`src/rtl/spi_kbd_fifo.sv`:
```
// spi_kbd_fifo: SPI-slave (mode 0) keyboard receiver with a DEPTH-entry FIFO.
// SCK/MOSI/CS_N are oversampled in the clk domain and assembled into MSB-first
// DATA_W-bit words, which are queued for the CPU. It has a pop strobe and
// sticky overflow/frame error flags.
// Optional feature: define SPI_KBD_OVERWRITE_EN so that a push into a full
// FIFO discards the oldest entry. When the macro is undefined, the new word
// is dropped instead.
module spi_kbd_fifo #(
  parameter int DATA_W      = 8,
  parameter int DEPTH       = 8,
  parameter int SYNC_STAGES = 2
) (
  input  logic                       clk,
  input  logic                       rst,
  input  logic                       sck,
  input  logic                       mosi,
  input  logic                       cs_n,
  input  logic                       rd,
  input  logic                       clr_err,
  output logic [DATA_W-1:0]          key,
  output logic                       valid,
  output logic [$clog2(DEPTH+1)-1:0] count,
  output logic                       overflow,
  output logic                       frame_err
);

  localparam int PTR_W = $clog2(DEPTH);
  localparam int CNT_W = $clog2(DEPTH+1);
  localparam int BIT_W = $clog2(DATA_W+1);

  typedef enum logic {IDLE, SHIFT} state_t;

  logic [SYNC_STAGES-1:0] sckSync_q, mosiSync_q, csSync_q;
  logic                   sckDly_q, csDly_q;
  logic                   sckS, mosiS, csS, sckRise, csFall, csRise;

  state_t                 state_q, state_d;
  logic [BIT_W-1:0]       bitCnt_q, bitCnt_d;
  logic [DATA_W-1:0]      shift_q, shift_d, pushWord;
  logic                   push, frameEvt;

  logic [DATA_W-1:0]      mem_q [DEPTH];
  logic [PTR_W-1:0]       rdPtr_q, rdPtr_d, wrPtr_q, wrPtr_d;
  logic [CNT_W-1:0]       count_q, count_d;
  logic                   overflow_q, overflow_d, frameErr_q, frameErr_d;
  logic                   full, doPop, wrEn, ovfEvt;

  // Synchronise the SPI pins and keep one delay flop for edge detection. The
  // cs_n chain resets to 0, so a frame already in progress at reset produces
  // no falling edge and is ignored until cs_n cycles.
  always_ff @(posedge clk) begin
    if (rst) begin
      sckSync_q  <= '0;
      mosiSync_q <= '0;
      csSync_q   <= '0;
      sckDly_q   <= 1'b0;
      csDly_q    <= 1'b0;
    end else begin
      sckSync_q  <= {sckSync_q[SYNC_STAGES-2:0], sck};
      mosiSync_q <= {mosiSync_q[SYNC_STAGES-2:0], mosi};
      csSync_q   <= {csSync_q[SYNC_STAGES-2:0], cs_n};
      sckDly_q   <= sckSync_q[SYNC_STAGES-1];
      csDly_q    <= csSync_q[SYNC_STAGES-1];
    end
  end

  assign sckS    = sckSync_q[SYNC_STAGES-1];
  assign mosiS   = mosiSync_q[SYNC_STAGES-1];
  assign csS     = csSync_q[SYNC_STAGES-1];
  assign sckRise = sckS & ~sckDly_q;
  assign csFall  = ~csS & csDly_q;
  assign csRise  = csS & ~csDly_q;

  assign pushWord = {shift_q[DATA_W-2:0], mosiS};

  // Receive FSM: shift one bit per synced sck rise and push each complete word.
  // A frame that ends with a partial word raises a frame error.
  always_comb begin
    state_d  = state_q;
    bitCnt_d = bitCnt_q;
    shift_d  = shift_q;
    push     = 1'b0;
    frameEvt = 1'b0;
    case (state_q)
      IDLE: begin
        bitCnt_d = '0;
        if (csFall) state_d = SHIFT;
      end
      SHIFT: begin
        if (csRise) begin
          state_d  = IDLE;
          bitCnt_d = '0;
          frameEvt = (bitCnt_q != '0);
        end else if (sckRise) begin
          shift_d = pushWord;
          if (bitCnt_q == BIT_W'(DATA_W-1)) begin
            push     = 1'b1;
            bitCnt_d = '0;
          end else begin
            bitCnt_d = bitCnt_q + BIT_W'(1);
          end
        end
      end
      default: state_d = IDLE;
    endcase
  end

  assign full  = (count_q == CNT_W'(DEPTH));
  assign doPop = rd & valid;

  // FIFO bookkeeping: pointers, occupancy and the sticky flags. A pop makes
  // room for a simultaneous push even when the FIFO is full.
  always_comb begin
    rdPtr_d    = rdPtr_q;
    wrPtr_d    = wrPtr_q;
    count_d    = count_q;
    wrEn       = 1'b0;
    ovfEvt     = 1'b0;
    if (doPop) rdPtr_d = rdPtr_q + PTR_W'(1);
    if (push) begin
      if (!full || doPop) begin
        wrEn = 1'b1;
      end else begin
        ovfEvt = 1'b1;
`ifdef SPI_KBD_OVERWRITE_EN
        wrEn    = 1'b1;
        rdPtr_d = rdPtr_q + PTR_W'(1);
`endif
      end
    end
    if (wrEn) wrPtr_d = wrPtr_q + PTR_W'(1);
    if (push && (!full || doPop) && !doPop) count_d = count_q + CNT_W'(1);
    else if (doPop && !push)                count_d = count_q - CNT_W'(1);
    overflow_d = clr_err ? 1'b0 : overflow_q;
    if (ovfEvt) overflow_d = 1'b1;
    frameErr_d = clr_err ? 1'b0 : frameErr_q;
    if (frameEvt) frameErr_d = 1'b1;
  end

  // State registers for the receiver and the FIFO control.
  always_ff @(posedge clk) begin
    if (rst) begin
      state_q    <= IDLE;
      bitCnt_q   <= '0;
      shift_q    <= '0;
      rdPtr_q    <= '0;
      wrPtr_q    <= '0;
      count_q    <= '0;
      overflow_q <= 1'b0;
      frameErr_q <= 1'b0;
    end else begin
      state_q    <= state_d;
      bitCnt_q   <= bitCnt_d;
      shift_q    <= shift_d;
      rdPtr_q    <= rdPtr_d;
      wrPtr_q    <= wrPtr_d;
      count_q    <= count_d;
      overflow_q <= overflow_d;
      frameErr_q <= frameErr_d;
    end
  end

  // FIFO storage; contents need no reset because reads are gated by valid.
  always_ff @(posedge clk) begin
    if (wrEn) mem_q[wrPtr_q] <= pushWord;
  end

  assign valid     = (count_q != '0);
  assign key       = valid ? mem_q[rdPtr_q] : '0;
  assign count     = count_q;
  assign overflow  = overflow_q;
  assign frame_err = frameErr_q;

endmodule
```
`config.mk`:
```
export PLATFORM = sky130hd
export DESIGN_NAME = spi_kbd_fifo
export DESIGN_NICKNAME = d
export VERILOG_FILES = /design/src/rtl/spi_kbd_fifo.sv
export SDC_FILE = /design/constraint.sdc
export NUM_CORES = 1
export LEC_CHECK = 0
export CAP_MARGIN = 20
export CORE_ASPECT_RATIO = 0.7
export CORE_MARGIN = 5
export CORE_UTILIZATION = 38
export DETAILED_ROUTE_END_ITERATION = 8
export GPL_TIMING_DRIVEN = 0
export PLACE_DENSITY = 0.59
export SYNTH_ARGS = -nofsm -noshare
export SYNTH_HDL_FRONTEND = slang
export SYNTH_SLANG_ARGS = --single-unit
```
`constraint.sdc`:
```
create_clock -name clk -period 3.5 [get_ports clk]
set_clock_uncertainty 0.15 [all_clocks]
set_input_delay 0.875 -clock clk [delete_from_list [all_inputs] [get_ports clk]]
set_output_delay 0.875 -clock clk [all_outputs]
set_load 0.1 [all_outputs]
```
After elaboration in Yosys (flattened, before gate mapping):

Memory sizes are Yosys's and may differ from the RTL's. A register that Yosys moved wholly into a read port is not among the register bits.
Cells that the tools add are included.

* input bits: 7
* memory bits (writable): 64
* output and inout port bits: 15
* memories kept: 1
* bits in registers: 32
* logic and storage cells: 71

Memory list
* mem_q: words 8, bits a word 8, read ports 1, clocked after Yosys merged registers in 1, wr ports 1, line 42 `logic [DATA_W-1:0] mem_q [DEPTH];`

* bitwise logic cells: 9
* eq/ne operators: 3
* add/subtract/negate cells: 5
* muxes and demuxes: 27
* reduce and logical (&&, ||, !) cells: 13

Operator list (count)
* 4-bit 2-to-1 mux: 5
* 1-bit 2-to-1 mux: 17
* 4-bit by 1-bit adder with 4-bit output (second input constant): 2
* 8-bit 2-to-1 mux: 1
* 4-bit case mux with 2 select lines: 1
* 4-bit nonzero test: 2
* 3-bit by 1-bit adder with 3-bit output (second input constant): 2
* 3-bit 2-to-1 mux: 2
* 2-bit nonzero test: 3
* 1-bit inverter: 5
* 1-bit AND: 4
* 4-bit by 3-bit equality test with 1-bit output (second input constant): 1
* 4-bit equality test (second input constant): 1
* 4-bit by 1-bit subtractor with 4-bit output (second input constant): 1
* 1-bit logical AND: 3
* 1-bit zero test: 3
* 3-bit != test (second input constant): 1
* 3-bit AND reduction: 1
* 1-bit case mux with 2 select lines: 1
* 1-bit logical OR: 1

Depth between registers and ports, before layout:

* depth in word-level cells: 9
* gate-level depth with buffers: 10
* depth with buffers taken out: 9

Least setup slack after synthesis:

OpenSTA, ideal clock, no wires.

* path type: reg2out
* from: register count_q[0], in the netlist count[0]
* to: output port key[0]
* stages on the path, launching flop included: 3
* data arrival time: 2.627 ns
* setup slack: -0.152 ns
* data required time: 2.475 ns
* path through: dfxtp_1 nor4_4 nor2_1

* cells in the longest elaborated chain, start to end: 2

Ends and longest elaborated chain
* start, declared: line 44 `logic [CNT_W-1:0] count_q, count_d;`
* start signal, assigned: line 157 `count_q <= count_d;`
* 4-bit nonzero test: line 168 `assign valid = (count_q != '0);`
* 8-bit 2-to-1 mux: line 169 `assign key = valid ? mem_q[rdPtr_q] : '0;`
* end, declared: line 20 `output logic [DATA_W-1:0] key,`

No other way between the ends.

==> metrics <==
status=finished, final reports clean; CTS tree=done; Buf+Inv Stages, Crit Path=3; RSZ-0062 raised after global routing=no; Worst R2R Setup Slack=0.69 ns; footprint of the multi-input gates=0.00126 mm²; gr usage total=13.3%; post-DP HPWL=5.01 mm; top area cells in the synthesized netlist=edfxtp_1 49%, dfxtp_1 18%, mux4_2 9.2%; reg2reg path depth=10; Slew Viols, Final=0; post-route ant nets=0; DRT Wirelength=7.69 mm; static leakage=0.00162 µW; buffers added on ports=21; Crit Path Class=register to output pin; Cell variety after synth=34; Startpoint Class=register; slowest stage cell, crit path=mux4_2; Syn. warnings=0; vias in the first global route=2,109; R2R Path End=count[3]$_SDFFE_PP0P_; antenna violations before repair=0; via count=2,129; worst hold path type=register to register; ys async rst share=0%; first-pass GRT wire length=12.3 mm; Yosys top cell area share=49.2%; total core area=0.0102 mm²; largest stage delay on the critical path=0.53 ns; fin crit share=94.7%; met1 Usage GRT=18.3%; Most used DFF post-synth=edfxtp_1; EDFF count, synth=64; Starting Density=38.3%; # diodes=0; Syn Nets=271; hold path startpoint=mosiSync_q[0]$_SDFF_PP0_; I/O pins=22; layout cells sized above 1=17.3%; Max Fanout on Critical Path=10; DR WL/cell=18.0 µm; setup bufs post-CTS=0; Residual DRC=0; hold path cells=1; post-DR vias/cell=4.99; gr ovfl total=0; FMAX=302 MHz; Die Area=0.0124 mm²; Hold EP=mosiSync_q[1]$_SDFF_PP0_; Die Wd=131 µm; CP Capture Type=output pin; normalized max-slew margin=34.0%; crit path cell chain=buf_2, buf_6, mux4_2, mux2i_1, nor2_1, buf_2; max-cap violations=0; GR peak layer=met2; Max Root-Sink Buffers=2; final core occ=44.8%; largest net degree at the start of global routing=18; area grow syn2layout=16.9%; Worst Tran Pin Value=0.987 ns; met2 Use GR=20.2%; TritonCTS sink count=99; Tmin final=3.31 ns; Register Area=0.00262 mm²; total CTS buffers=9; Worst VDD drop=0.221 mV; Critical R2R Launch=bitCnt_q[0]$_SDFFE_PP0P_; CP required=2.47 ns; post-route cell area=0.00457 mm²; Vert. Die Dim=94.9 µm; nets=304; DP Area=0.00432 mm²; Final Hold Viols=0; Syn Inst Count=257; clk root buf=clkbuf_16; FF+latch count, synth=99; endpoints failing setup=0; worst skew pair latency=0.34 ns; post-synthesis sequential area ratio=67.1%; gp weighted congestion=0.790; met3 usage=4.21%; DR pass1 iterations=4; commonest cells after routing, fill and taps aside=64 x edfxtp_1, 38 x nor2_1, 35 x dfxtp_1, 19 x mux2i_1, 16 x mux4_2; area leader, netlist=edfxtp_1; Layout fillers=921; DR iter-0 viols=171; Power Density=484 mW/mm²; Post-Syn Area per Cell=15.2 µm²; Worst Path Arrival=2.29 ns; clk slew on worst S/H paths=0.07 ns; CP dominant cell by count=buf_2; Cell Rows=31; cell area after synthesis=0.00391 mm²; Largest delay share family, worst path=buffers and inverters; H-tree levels=3; most common cell after layout, fill and taps aside=edfxtp_1
cell usage after synthesis (3+ instances only):
library cell and instances:
a21oi_1 6, nand4_1 4, mux4_2 16, nor3_1 6
nand2_1 8, nand2b_1 4, mux2i_1 19, clkbuf_1 4
nand3_1 3, nor2b_1 12, xor2_1 6, dfxtp_1 35
nor2_1 38, ha_1 6, edfxtp_1 64, inv_1 4
buf_1 3
through the flow:
step	setup TNS (ns)	worst slack [ns]	cells	hold WS [ns]	power, µW
final	0	0.187	427	0.286	2210
after global routing	0	0.0276	427	0.316	2290
after CTS	-0.122	-0.122	427	0.293	2240
after detailed placement	-4.77	-0.631	412	0.277	1290
after global placement	-20.88	-0.891	410	0.269	1290
after floorplan	-1.22	-0.152	257	0.264	1270
state kept, by name (all words and copies together) (netlist names), 2 cells and up, named ones only:
signal	count
bitCnt_q	4
count	4
shift_q	7
wrPtr_q	3
csSync_q	2
mem_q	64
mosiSync_q	2
sckSync_q	2
rdPtr_q	3
per-layer routing:
| layer | routed length [µm] | up-vias |
|---|---|---|
| met5 | 0 | - |
| met4 | 137 | 0 |
| met3 | 358 | 12 |
| met2 | 3530 | 36 |
| met1 | 3660 | 1055 |
| li1 | - | 1026 |
what timing repair did:
action	CTS	global route
hold buffers	0	0
gates resized for setup	41	3
setup endpoints to repair	9	2
endpoints found under the hold margin	0	0
area by class of cell:
cell class / instances / share of cell area [%]
flip-flops and latches: 99 / 57.4
well taps: 132 / 3.61
clock inverters: 4 / 0.685
inverters: 4 / 0.329
multi-input cells: 145 / 27.5
clock buffers: 12 / 5.64
plain buffers: 8 / 0.876
repair buffers: 23 / 3.97
report_power, final:
part           total (µW)  switching, µW  leakage [µW]  internal, µW
Combinational        25.0           13.8      0.000618          11.3
Clock                 951            420      0.000143           531
Sequential           1240           3.27      0.000861          1230
worst max-delay path by stage:
stage	depth (start not counted)	start	end
5_1_grt	6	register	key[0]
2_1_floorplan	2	count[0]$_SDFFE_PP0P_	key[0]
4_1_cts	6	register	key[0]
6_report	6	register	key[0]
3_3_place_gp	4	rd	mem_q[0][6]$_DFFE_PP_
3_5_place_dp	6	register	key[0]
worst register-to-register path, stage by stage, from the launching register on:
cell,delay [ns]
dfxtp_1,0.39
ha_1,0.24
and4b_1,0.21
clkbuf_1,0.27
nand4_1,0.26
ha_1,0.36
a21o_1,0.17
a21oi_1,0.17
nand2_1,0.07
o21ai_0,0.08
mux2_2,0.35
logic make-up (layout without fill, tap and decap cells):
| group | Yosys count | count (layout) | share of synthesized area, % |
|---|---|---|---|
| DFF | 99 | 99 | 67.1 |
| and+or+nand+nor | 83 | 83 | 10.6 |
| muxes | 36 | 36 | 14.4 |
| buffers and inverters | 13 | 51 | 1.31 |
| AOI/OAI and AO/OA | 12 | 12 | 2.59 |
| adders and majority gates | 7 | 7 | 2.43 |
| xor gates and xnor gates | 7 | 7 | 1.57 |
(Power assumes the default switching activity.)
